File: src/rtl/acc_btn_defs.sv
// ---------------------------------------------------------------------------
// acc_btn_defs
//   Shared definitions for the pushbutton conditioning path:
//   debouncer FSM state encodings, the default qualification length for
//   12 MHz boards, and small helpers used by the debouncer.
// ---------------------------------------------------------------------------
package acc_btn_defs;

    // 10 ms of stable samples at 12 MHz.
    localparam int DEFAULT_STABLE_CYCLES = 120000;

    typedef enum logic [1:0] {
        ST_IDLE        = 2'd0,
        ST_ARM_PRESS   = 2'd1,
        ST_PRESSED     = 2'd2,
        ST_ARM_RELEASE = 2'd3
    } btn_state_t;

    // Debounced level implied by a state: the button stays "pressed" while
    // a release is still being qualified, and "released" while a press is.
    function automatic logic level_of(input btn_state_t st);
        return (st == ST_PRESSED) || (st == ST_ARM_RELEASE);
    endfunction

endpackage

File: src/rtl/sync_2ff.sv
// ---------------------------------------------------------------------------
// sync_2ff
//   Two-flop synchronizer for a single asynchronous bit. The reset value is
//   a parameter so the same cell can condition a reset pin as well as data.
//
//   Ports:
//     clk  in   destination clock
//     rst  in   asynchronous, active-high reset
//     d    in   asynchronous input bit
//     q    out  synchronized bit (two clk edges of latency)
// ---------------------------------------------------------------------------
module sync_2ff #(
    parameter logic RST_VAL = 1'b0
) (
    input  logic clk,
    input  logic rst,
    input  logic d,
    output logic q
);

    logic meta;

    always_ff @(posedge clk or posedge rst) begin
        if (rst) begin
            meta <= RST_VAL;
            q    <= RST_VAL;
        end else begin
            meta <= d;
            q    <= meta;
        end
    end

endmodule

File: src/rtl/button_debouncer.sv
// ---------------------------------------------------------------------------
// button_debouncer
//   Conditions a raw, bouncy pushbutton pin into a clean level plus
//   single-cycle press / release pulses, all in the clk domain. A level
//   change is accepted only after the synchronized input has held the new
//   value for STABLE_CYCLES consecutive samples; any opposite sample while
//   qualifying throws the progress away.
//
//   Parameters:
//     STABLE_CYCLES  samples needed to accept a change (>= 2)
//     ACTIVE_LOW     1: pin reads 0 when pressed, 0: pin reads 1 when pressed
//
//   Ports:
//     clk            system clock
//     rst            asynchronous, active-high reset
//     btn_raw        raw pin, asynchronous to clk
//     btn_level      debounced level, 1 = pressed
//     press_pulse    one cycle high on an accepted press
//     release_pulse  one cycle high on an accepted release
// ---------------------------------------------------------------------------
module button_debouncer
    import acc_btn_defs::*;
#(
    parameter int STABLE_CYCLES = DEFAULT_STABLE_CYCLES,
    parameter bit ACTIVE_LOW    = 1'b1
) (
    input  logic clk,
    input  logic rst,
    input  logic btn_raw,
    output logic btn_level,
    output logic press_pulse,
    output logic release_pulse
);

    localparam int               CNT_W    = $clog2(STABLE_CYCLES);
    localparam logic [CNT_W-1:0] CNT_LAST = CNT_W'(STABLE_CYCLES - 1);

    // Normalize polarity before synchronizing so everything downstream
    // sees 1 = pressed and the synchronizer resets to "not pressed".
    logic btn_n;
    logic s_btn;

    assign btn_n = btn_raw ^ ACTIVE_LOW;

    sync_2ff #(
        .RST_VAL(1'b0)
    ) u_sync (
        .clk(clk),
        .rst(rst),
        .d  (btn_n),
        .q  (s_btn)
    );

    btn_state_t       state, state_nxt;
    logic [CNT_W-1:0] cnt, cnt_nxt;
    logic             level_nxt;
    logic             press_nxt;
    logic             release_nxt;

    always_ff @(posedge clk or posedge rst) begin
        if (rst) begin
            state         <= ST_IDLE;
            cnt           <= '0;
            btn_level     <= 1'b0;
            press_pulse   <= 1'b0;
            release_pulse <= 1'b0;
        end else begin
            state         <= state_nxt;
            cnt           <= cnt_nxt;
            btn_level     <= level_nxt;
            press_pulse   <= press_nxt;
            release_pulse <= release_nxt;
        end
    end

    always_comb begin
        state_nxt = state;
        cnt_nxt   = '0;

        case (state)
            ST_IDLE: begin
                if (s_btn) state_nxt = ST_ARM_PRESS;
            end

            ST_ARM_PRESS: begin
                if (!s_btn) begin
                    state_nxt = ST_IDLE;          // bounce: start over
                end else if (cnt == CNT_LAST) begin
                    state_nxt = ST_PRESSED;
                end else begin
                    cnt_nxt = cnt + 1'b1;
                end
            end

            ST_PRESSED: begin
                if (!s_btn) state_nxt = ST_ARM_RELEASE;
            end

            ST_ARM_RELEASE: begin
                if (s_btn) begin
                    state_nxt = ST_PRESSED;       // bounce: still held
                end else if (cnt == CNT_LAST) begin
                    state_nxt = ST_IDLE;
                end else begin
                    cnt_nxt = cnt + 1'b1;
                end
            end

            default: begin
                state_nxt = ST_IDLE;
            end
        endcase

        // Outputs are registered from the next state so they change on the
        // same edge as the state itself. Pulses key on the ARM->settled
        // transition only, so a rejected release (ARM_RELEASE->PRESSED)
        // never fires press_pulse.
        level_nxt   = level_of(state_nxt);
        press_nxt   = (state == ST_ARM_PRESS)   && (state_nxt == ST_PRESSED);
        release_nxt = (state == ST_ARM_RELEASE) && (state_nxt == ST_IDLE);
    end

endmodule

File: config.mk
export PLATFORM = sky130hd
export DESIGN_NAME = button_debouncer
export DESIGN_NICKNAME = d
export VERILOG_FILES = /design/src/rtl/acc_btn_defs.sv /design/src/rtl/sync_2ff.sv /design/src/rtl/button_debouncer.sv
export SDC_FILE = /design/constraint.sdc
export NUM_CORES = 1
export LEC_CHECK = 0
export BUFFER_PORTS_ARGS = -buffer_cell sky130_fd_sc_hd__buf_4
export CAP_MARGIN = 30
export CORE_MARGIN = 8
export CORE_UTILIZATION = 50
export DETAILED_ROUTE_END_ITERATION = 10
export GPL_ROUTABILITY_DRIVEN = 0
export PLACE_DENSITY = 0.71
export SETUP_SLACK_MARGIN = 0.4
export SLEW_MARGIN = 25
export SYNTH_ARGS = -nofsm -noshare
export SYNTH_HDL_FRONTEND = slang
export SYNTH_SLANG_ARGS = --single-unit
File: constraint.sdc
create_clock -name clk -period 3.5 [get_ports clk]
set_input_delay 0.35 -clock clk [delete_from_list [all_inputs] [get_ports clk]]
set_output_delay 0.35 -clock clk [all_outputs]
set_load 0.1 [all_outputs]
Yosys cells after proc, flatten, opt, wreduce, memory -nomap -nowiden
Cells that the tools add are included.
{"block": "classes", "add_sub_neg": 1, "eq_ne": 6, "muxes": 11, "bitwise_logic": 1, "n_reduce_logical": 5}
{"op": "$mux 17", "n": 3}
{"op": "$pmux 17 s2", "n": 1}
{"op": "$add 17x1->17 const B", "n": 1}
{"op": "$eq 17x17->1 const B", "n": 1}
{"op": "$mux 2", "n": 6}
{"op": "$eq 2x2->1 const B", "n": 4}
{"op": "$pmux 2 s4", "n": 1}
{"op": "$logic_not 2->1", "n": 2}
{"op": "$eq 2x1->1 const B", "n": 1}
{"op": "$logic_and 1x1->1", "n": 2}
{"op": "$logic_or 1x1->1", "n": 1}
{"op": "$not 1->1", "n": 1}
{"block": "totals", "regBits": 24, "inputBits": 3, "out_inout_bits": 3}

Depth between registers and ports, before layout
Gate-level depths: netlist (run 1).
{"block": "logic_depth", "depth_word": 6, "ltp_mapped": 6}

Hierarchy
From an unflattened synthesis (run 1), not the netlist that was laid out.
{"block": "unflattened", "cells_unflattened": 102, "area_unflattened_um2": 1136.1}
{"mod": "button_debouncer", "instances": 1, "cells_each": 99, "area_each_um2": 1082.3, "seq_area_each_um2": 525.5}
{"mod": "sync_2ff", "instances": 1, "cells_each": 3, "area_each_um2": 53.8, "seq_area_each_um2": 50.0}

Worst setup path after synthesis (run 1)
No wires, ideal clock.
{"block": "synth_path", "kind": "flip-flop to flip-flop", "startpoint": "reg btn_level (netlist name)", "endpoint": "reg cnt[6]", "setup_ns": 0.071, "arrival_time_ns": 1.730, "path_slack_ns": 1.698, "path_stages_with_launch": 6, "path_buffers": 1, "synth_period_minus_slack_ns": 1.802, "cell_sequence": "dfrtp_1 xor2_1 nand2_1 a31o_2 buf_6 nor2_1"}
{"element": "end signal: assignment", "line": "button_debouncer.sv:69", "rtl": "cnt <= cnt_nxt;"}
{"element": "end: declaration", "line": "button_debouncer.sv:55", "rtl": "logic [CNT_W-1:0] cnt, cnt_nxt;"}

Worst setup path in the final report (run 1)
{"block": "layout_path", "startpoint": "reg cnt[0]", "endpoint": "reg cnt[3]"}
{"block": "layout_between", "elab_chain_len": 4}
{"element": "$add 17x1->17 or $eq 17x17->1 (tied branches)"}
{"element": "$mux 17 (*)", "line": "button_debouncer.sv:88, button_debouncer.sv:102"}
{"element": "$mux 17, on equally long branches", "line": "button_debouncer.sv:100, button_debouncer.sv:86"}
{"element": "$pmux 17 s2 (*)", "line": "button_debouncer.sv:80", "rtl": "case (state)"}
{"element": "named net cnt_nxt[3]", "line": "button_debouncer.sv:55"}
The timed path passes the listed nets; every way through them passes the cells marked *.

==> results of run 1 <==
registers in the layout (all words and copies together), names as in the netlist:
signal	count
release_pulse	1
state	1
u_sync.q	1
u_sync.meta	1
press_pulse	1
cnt	17
btn_level	1
area by class of cell:
class                   instances  area [um^2]  share of cell area, %
clock buffers                   4         26.3                   2.30
inverters                       6         22.5                   1.97
multi-input cells              69          445                   39.0
flip-flops and latches         23          576                   50.4
well taps                      27         33.8                   2.96
repair buffers                  5         37.5                   3.29
power groups by stage:
stage | registers [mW] | clock network, mW | logic (mW)
after floorplan | 0.276 | 0 | 0.0107
after global placement | 0.276 | 0 | 0.0134
after detailed placement | 0.276 | 0 | 0.0138
after CTS | 0.271 | 0.122 | 0.0140
after global routing | 0.271 | 0.130 | 0.0157
final | 0.271 | 0.116 | 0.0135
path summary, 6_finish.rpt:
check / cells past startpoint / slack (ps) / endpoint / from
max reg2reg: 5 / 1690 / cnt[3]$_DFF_PP0_ / cnt[0]$_DFF_PP0_
min in group asynchronous: 2 / 210 / u_sync.q$_DFF_PP0_ / rst
min: 2 / 200 / u_sync.meta$_DFF_PP0_ / btn_raw
min reg2reg: 0 / 370 / u_sync.q$_DFF_PP0_ / u_sync.meta$_DFF_PP0_
max: 5 / 1690 / cnt[3]$_DFF_PP0_ / cnt[0]$_DFF_PP0_
max in group asynchronous: 2 / 2780 / cnt[13]$_DFF_PP0_ / rst
cells in the final DEF, fill, tap and decap left out:
cell type | synthesis | layout
dfrtp_1 | 23 | 23
nor2_1 | 21 | 21
xnor2_1 | 14 | 14
inv_1 | 6 | 6
nand3_1 | 5 | 5
nand4_1 | 5 | 5
buf_4 | 0 | 5
nand2_1 | 4 | 4
nor3_1 | 4 | 4
nor4_1 | 4 | 4
nor3b_1 | 3 | 3
clkbuf_4 | 0 | 3
xor2_1 | 2 | 2
or4_4 | 1 | 1
nor2_4 | 1 | 1
a31o_2 | 1 | 1
nand4_4 | 1 | 1
mux2_4 | 1 | 1
and2_2 | 1 | 1
ha_1 | 1 | 1
clkbuf_1 | 0 | 1
layer usage:
metal	GRT usage (%)	vias up
li1	-	350
met1	13.4	346
met2	16.4	11
met3	3.91	2
met4	3.57	0
met5	0	-
per-stage QoR:
stage / power [mW] / worst slack (ps) / hold WS [ps] / utilization, %
2_1_floorplan: 0.286 / 1700 / 331 / -
3_3_place_gp: 0.289 / 1780 / 333 / 56.3
3_5_place_dp: 0.290 / 1680 / 344 / 56.3
4_1_cts: 0.407 / 1670 / 190 / 57.6
5_1_grt: 0.417 / 1550 / 180 / 57.6
6_report: 0.400 / 1690 / 196 / 57.6
worst max-delay path: stages, from the launching register on:
cell     delay (ps)
dfrtp_1         410
ha_1            200
nand3_1         220
nor2_1          340
a31o_2          420
nor2_1          100
kinds of logic after synthesis:
group	after synthesis
fa+ha+maj	1
mux	1
flops	23
compound gates	1
simple gates	50
xor+xnor	16
buf+inv	7
==> impl_results.md, run 1 <==
- Status: finished, final reports clean
- Seq cells post-synth: 23
- Critical path arrival: 1990 ps
- Setup TNS Final: 0 ps
- Clock-pin transition on the worst setup and hold timing paths: 110 ps
- Die area: 3840 um^2
- Post-synth cell types: 19
- Switch share: 20.9%
- Fill count: 176
- Top-area cell type share of the netlist area: 54.6%
- Postcts setup bufs: 0
- Post-CTS Resized: 0
- Clk network pwr share: 28.9%
- # port buffers: 5
- Async set-reset flop share out of synthesis: 100%
- CP Launch Type: flip-flop
- Power density cells: 351 nW/um^2
- Latest clock arrival within the worst-skew pair: 300 ps
- Met3 WL: 63 um
- Die width: 61.9 um
- CTS root buf: clkbuf_4
- Min Clock Period, post-route: 1810 ps
- Clock Path Buffers: 2
- First-pass GRT wire length: 2990 um
- Switching power: 83.5 uW
- Worst slew margin: 43.9%
- Cells taking the most area after synthesis: dfrtp_1, xnor2_1, nor2_1
- CTS tree: built
- Synth Area in XOR/XNOR: 13.3%
- Sequential cell area fraction in the yosys report: 54.6%
- Vias in the first global route: 687
- Top cell type by total area after synthesis: dfrtp_1
- Worst setup path class: reg -> reg
- Complex-gate fraction of the synthesized area: 0.830%
- Initial antenna violation count: 0
- Drt initial violations: 6
- Rows: 16
- Post-synthesis mux area share: 1.42%
- CTS Hold Buffers Added: 0
- Most used DFF post-synth: dfrtp_1
- Flop pwr share: 67.7%
- Starting Density: 53.2%
- Syn Std Cell Area: 1050 um^2
- Max_cap viols: 0
- DR top layer: met4
- Routed metal-1 wirelength: 808 um
- P_int: 317 uW
- Hold Path Class: in -> reg
- Routed wire length: 1730 um
- Final Hold Violating Endpoints: 0
- Layout area overhead: 8.18%
- Clk sink count: 23
- Tightest Pin Transition: 840 ps
- Post-Synth Adder-Cell Area: 1.19%
- First-pass iteration count of the detailed router: 4
- Die Y-Extent: 61.9 um
- Synth Instances: 99
- VDD IR max: 0.306 mV
- Largest net degree at the start of global routing: 24
- DRC viols: 0
- Achievable Freq: 553 MHz
- Post-synthesis net count: 103
- Placed Instance Area: 1110 um^2
- Endpoints failing setup: 0
- Share of cells above drive strength 1: 13.1%
- Crit share post-route: 51.6%
- RSZ-0062 raised after global routing: false
- CP max FO: 16
- Simple-gate share of the synthesized area: 25.5%
- Comb power frac: 3.4%
- Final Cell Area: 1140 um^2
- Routed length per instance: 12.9 um
- HPWL Detailed: 1220 um
- LEAKAGE: 0.460 nW
- Inst Count DP: 130
- Via count: 709
- Inserted Diodes: 0
- Count leader, synth: dfrtp_1
- Pins Over Slew Limit: 0
- Required @ worst endpoint: 3690 ps
- Final cell count without fillers: 134
- Final Skew: 2.95 ps
- Gr usage total: 10.6%
- Ys Warns: 0
- Global route total overflow: 0
- Final #Nets: 112
- Avg Cell Area, Syn: 10.7 um^2
- Met2 Wirelength: 844 um
- Synth top cells by count: dfrtp_1, nor2_1, xnor2_1, inv_1
- CTS Buf Count: 3
- Htree depth: 1
- Post-synth EDFFs: 0
- Core area: 1980 um^2
- DR vias/cell: 5.29
- Antenna Violating Nets Remaining: 0
- CP endpoint kind: flip-flop
- I/O pins: 6
- Largest family of logic cells by synthesized area: simple AND/OR/NAND/NOR gates
Power figures use the tool's default switching activity.
==> run 2: changes to the inputs <==
Clock period 3.5 ns to 1.7 ns, I/O delays scaled along.
==> run 2 against run 1 <==
Net effect: power is 110% higher; cell area increased by 17%; critical endpoint is now btn_level$_DFF_PP0_; first-iteration DRC count rose to 6.5 times the previous value; routed wire length rose by 20%; largest cell class unchanged.
==> impl_results.md, run 2 (synthesis gave the netlist of run 1 again) <==
- Status: finished, final reports clean
- Layout area overhead: 26.1%
- Starting Density: 53.2%
- Gr usage total: 12.8%
- Power density cells: 635 nW/um^2
- Min Clock Period, post-route: 1640 ps
- Biggest register: cnt
- Critical path arrival: 1840 ps
- CP Launch Type: flip-flop
- Rows: 16
- Crit share post-route: 96.2%
- Final Cell Area: 1330 um^2
- Drt initial violations: 39
- Max FFs per register: 17
- Latest clock arrival within the worst-skew pair: 300 ps
- Worst setup path class: reg -> reg
- R2R setup slack: 60 ps
- Htree depth: 1
- Achievable Freq: 611 MHz
- Clk sink count: 23
- VDD IR max: 0.436 mV
- LEAKAGE: 0.541 nW
- Tightest Pin Transition: 476 ps
- Min Hold Slack: 370 ps
- R2R Path Start: cnt[9]$_DFF_PP0_
- Global route total overflow: 0
- Required @ worst endpoint: 1900 ps
- Reg2Reg Depth: 4
- CTS tree: built
- Inserted Diodes: 0
- Routed wire length: 2080 um
- Placed Instance Area: 1180 um^2
- Core area: 1980 um^2
- Hold Path Class: reg -> reg
- Final Hold Violating Endpoints: 0
- Largest net degree at the start of global routing: 14
- Antenna Violating Nets Remaining: 0
- Pins Over Slew Limit: 0
- First-pass GRT wire length: 3530 um
- Share of cells above drive strength 1: 29.5%
- CP endpoint kind: flip-flop
- Via count: 776
- CP endpoint: btn_level$_DFF_PP0_
- Most frequent cells in the layout: dfrtp_1, nor2_1, buf_4
- Worst r2r dst: btn_level$_DFF_PP0_
- Die width: 61.9 um
- Die area: 3840 um^2
- Commonest non-fill, non-tap cell in the layout: dfrtp_1
- Vias in the first global route: 800
- RSZ-0062 raised after global routing: true
- First-pass iteration count of the detailed router: 4
- Initial antenna violation count: 0
- Clock Path Buffers: 2
- Critical path origin: cnt[9]$_DFF_PP0_
- DRC viols: 0
- Routed length per instance: 13.9 um
- DR vias/cell: 5.21
- Fill count: 145
- Fin util: 67.1%
- Die Y-Extent: 61.9 um
- HPWL Detailed: 1360 um
- # port buffers: 5
- Setup TNS Final: 0 ps
- CTS root buf: clkbuf_4
- CTS Buf Count: 3
- Final #Nets: 127
- Clock-pin transition on the worst setup and hold timing paths: 120 ps
- I/O pins: 6
- Max_cap viols: 0
- Final Skew: 4.62 ps
- CP max FO: 4
- Endpoints failing setup: 0
- Worst slew margin: 68.2%
==> run 2: cell types whose count changed in the layout (fill, tap and decap cells not counted), sizes merged <==
| cell | previous run | this run |
|---|---|---|
| buf | 5 | 18 |
| clkinv | 0 | 1 |
| clkbuf | 4 | 3 |
| dlygate4sd3 | 0 | 2 |
==> run 2: worst max-delay path: stages, from the launching register on <==
cell	delay, ps
dfrtp_1	400
or4_4	540
nor2_4	150
nand4_4	120
mux2_4	330
==> run 2: per-layer routing <==
layer	global-route usage [%]	wire length [um]	up-vias
met5	0	0	-
met1	14.6	930	390
li1	-	-	376
met4	6.17	14	0
met2	21.6	1090	8
met3	3.50	41	2
==> run 2: final cells by class <==
| cell class | instances | area, um^2 | area share (%) |
|---|---|---|---|
| flip-flops and latches | 23 | 577 | 43.4 |
| multi-input cells | 69 | 498 | 37.4 |
| repair buffers | 20 | 171 | 12.9 |
| well taps | 27 | 33.8 | 2.54 |
| clock buffers | 3 | 22.5 | 1.69 |
| inverters | 6 | 22.5 | 1.69 |
| clock inverters | 1 | 5.00 | 0.376 |
==> run 2: stage by stage <==
step | power, mW | setup slack [ps] | std cells
finish | 0.845 | 64.5 | 149
global route | 0.890 | 25.7 | 149
CTS | 0.854 | 131 | 148
detailed placement | 0.606 | 20.1 | 136
global placement | 0.604 | 82.3 | 136
floorplan | 0.589 | 108 | 99
==> run 2: report_power, final <==
part           switching, mW  internal (mW)
logic                 0.0221         0.0197
clock network          0.157         0.0877
registers            0.00577          0.553
total                  0.185          0.660
==> run 2: how the worst min path moves through the flow <==
stage	start	endpoint	slack [ps]	depth (start not counted)
finish	u_sync.meta$_DFF_PP0_	u_sync.q$_DFF_PP0_	370	0
global route	u_sync.meta$_DFF_PP0_	u_sync.q$_DFF_PP0_	380	0
CTS	u_sync.meta$_DFF_PP0_	u_sync.q$_DFF_PP0_	370	0
detailed placement	rst	u_sync.meta$_DFF_PP0_	220	2
global placement	rst	u_sync.meta$_DFF_PP0_	210	2
floorplan	rst	cnt[0]$_DFF_PP0_	170	1
==> run 2: timing repair <==
item / in CTS / in global routing
pin swaps: 5 / 2
endpoints found under the hold margin: 13 / 0
gates resized for setup: 8 / 3
hold buffers: 2 / 0
buffers inserted: 6 / 1
endpoints found under the setup margin: 20 / 20
==> run 3: changes to the inputs <==
Settings changed: CELL_PAD_IN_SITES_DETAIL_PLACEMENT set to 0, CELL_PAD_IN_SITES_GLOBAL_PLACEMENT set to 2, CORE_UTILIZATION 50 to 41, CTS_BUF_LIST set to sky130_fd_sc_hd__clkbuf_8, PLACE_DENSITY 0.71 to 0.84.
==> run 3 against run 2 <==
Net effect: combinational power is 14% higher; sequential cell count unchanged; core utilization shrank 9.8 points; routed wire length grew 2.8%; register-to-register slack improved by 30 ps; global-route usage decreased by 2.5 points; count of clock-buffer cells in the layout unchanged; clock skew rose by 4.5 ps; first-iteration DRC count shrank 41%; via count up 1.7%; setup slack better by 35 ps; critical endpoint unchanged; largest cell class unchanged; highest routed layer unchanged.
==> impl_results.md, run 3 (synthesis gave the netlist of run 1 again) <==
- Status: finished, final reports clean
- Routed length per instance: 13.9 um
- HPWL Detailed: 1390 um
- Drt initial violations: 23
- DR vias/cell: 5.16
- Vias in the first global route: 828
- CP bufs+invs: 0
- Register area: 577 um^2
- First-pass GRT wire length: 3650 um
- Pins Over Slew Limit: 0
- Final Hold Violating Endpoints: 0
- Layout area overhead: 33.3%
- Final cell count without fillers: 153
- Final #Nets: 128
- Clock Path Buffers: 2
- Initial antenna violation count: 0
- Critical path arrival: 1750 ps
- CTS Buf Count: 3
- Clock-pin transition on the worst setup and hold timing paths: 90 ps
- Die width: 66.7 um
- Total power: 939 uW
- Htree depth: 1
- CTS tree: built
- DP Worst Slack: 25.3 ps
- Largest net degree at the start of global routing: 24
- CP Launch Type: flip-flop
- CP max FO: 4
- Die Y-Extent: 66.7 um
- Latest clock arrival within the worst-skew pair: 260 ps
- Global route total overflow: 0
- Commonest non-fill, non-tap cell in the layout: dfrtp_1
- Inst Count DP: 142
- Max FFs per register: 17
- Share of cells above drive strength 1: 41.5%
- Largest stage delay, worst path: 550 ps
- R2R setup slack: 100 ps
- DR top layer: met4
- Gr usage total: 10.3%
- CTS root buf: clkbuf_8
- Met3 WL: 60 um
- Min Clock Period, post-route: 1600 ps
- Final Skew: 9.09 ps
- Fill count: 213
- Worst setup path class: reg -> reg
- DRC viols: 0
- Rows: 18
- Routed metal-1 wirelength: 993 um
- Tightest Pin Transition: 315 ps
- I/O pins: 6
- Power density cells: 668 nW/um^2
- Via count: 789
- Endpoints failing setup: 0
- Met2 Wirelength: 1060 um
- Fin util: 57.3%
- Largest delay share family, worst path: simple AND/OR/NAND/NOR gates
- Hold Path Class: in -> reg
- Biggest register: cnt
- Inserted Diodes: 0
- Achievable Freq: 625 MHz
- LEAKAGE: 0.548 nW
- Worst-path cell chain: or4_4 -> nor2_4 -> nand4_4 -> mux2_4
- Max_cap viols: 0
- Setup TNS Final: 0 ps
- Clk sink count: 23
- Routed wire length: 2130 um
- RSZ-0062 raised after global routing: true
- Starting Density: 43.0%
- VDD IR max: 0.525 mV
- Worst slew margin: 78.8%
- Most frequent cells in the layout: dfrtp_1, buf_4, xnor2_1
- Crit share post-route: 94.2%
- Core area: 2450 um^2
- # port buffers: 5
- Crit-path slowest cell: or4_4
- Area of the multi-input gates: 548 um^2
- Final worst setup slack: 99.3 ps
- Die area: 4450 um^2
- CP endpoint kind: flip-flop
- Antenna Violating Nets Remaining: 0
- Required @ worst endpoint: 1850 ps
- First-pass iteration count of the detailed router: 4
==> run 3: changes by cell type in the layout (fill, tap and decap cells not counted), moves of 2 or more <==
cell / previous run / this run
nor2_2: 0 / 11
clkbuf_8: 0 / 3
nor2_1: 20 / 7
clkbuf_4: 3 / 0
nor4_1: 2 / 0
nor2_4: 2 / 4
nor4_2: 2 / 4
==> run 3: final timing paths <==
check | start | to | cells past startpoint
setup / recovery | cnt[11]$_DFF_PP0_ | btn_level$_DFF_PP0_ | 4
hold / removal | btn_raw | u_sync.meta$_DFF_PP0_ | 2
setup reg to reg | cnt[11]$_DFF_PP0_ | btn_level$_DFF_PP0_ | 4
hold reg to reg | u_sync.meta$_DFF_PP0_ | u_sync.q$_DFF_PP0_ | 0
max in group asynchronous | rst | btn_level$_DFF_PP0_ | 4
min in group asynchronous | rst | u_sync.meta$_DFF_PP0_ | 4
==> run 3: repair_timing <==
| item | 4_1_cts | 5_1_grt |
|---|---|---|
| setup endpoints to repair | 20 | 20 |
| hold buffers | 1 | 0 |
| pin swaps | 12 | 4 |
| buffers inserted | 2 | 4 |
| resized for setup | 14 | 15 |
| hold endpoints to repair | 23 | 0 |
==> run 3: per-layer routing <==
layer / vias up / track usage [%]
met5: - / 0
met4: 0 / 3.20
met3: 6 / 2.01
met2: 19 / 17.0
met1: 386 / 13.3
li1: 378 / -
==> run 3: area by class of cell <==
type | count | share of cell area [%]
Sequential cell | 23 | 41.0
Multi-Input combinational cell | 69 | 39.0
Timing Repair Buffer | 21 | 12.5
Inverter | 6 | 1.60
Clock inverter | 1 | 0.356
Tap cell | 30 | 2.67
Clock buffer | 3 | 2.94
==> run 3: where the power goes <==
group	switching (mW)	total [mW]	leakage [nW]	internal (mW)
clock	0.171	0.334	0.0255	0.163
combinational	0.0266	0.0475	0.211	0.0209
sequential	0.00518	0.558	0.312	0.552
total	0.203	0.939	0.548	0.736
==> run 3: stage by stage <==
step / area [um^2] / hold slack, ps
2_1_floorplan: 1060 / 172
3_3_place_gp: 1190 / 228
3_5_place_dp: 1190 / 245
4_1_cts: 1320 / 33.1
5_1_grt: 1410 / 27.7
6_report: 1410 / 33.9
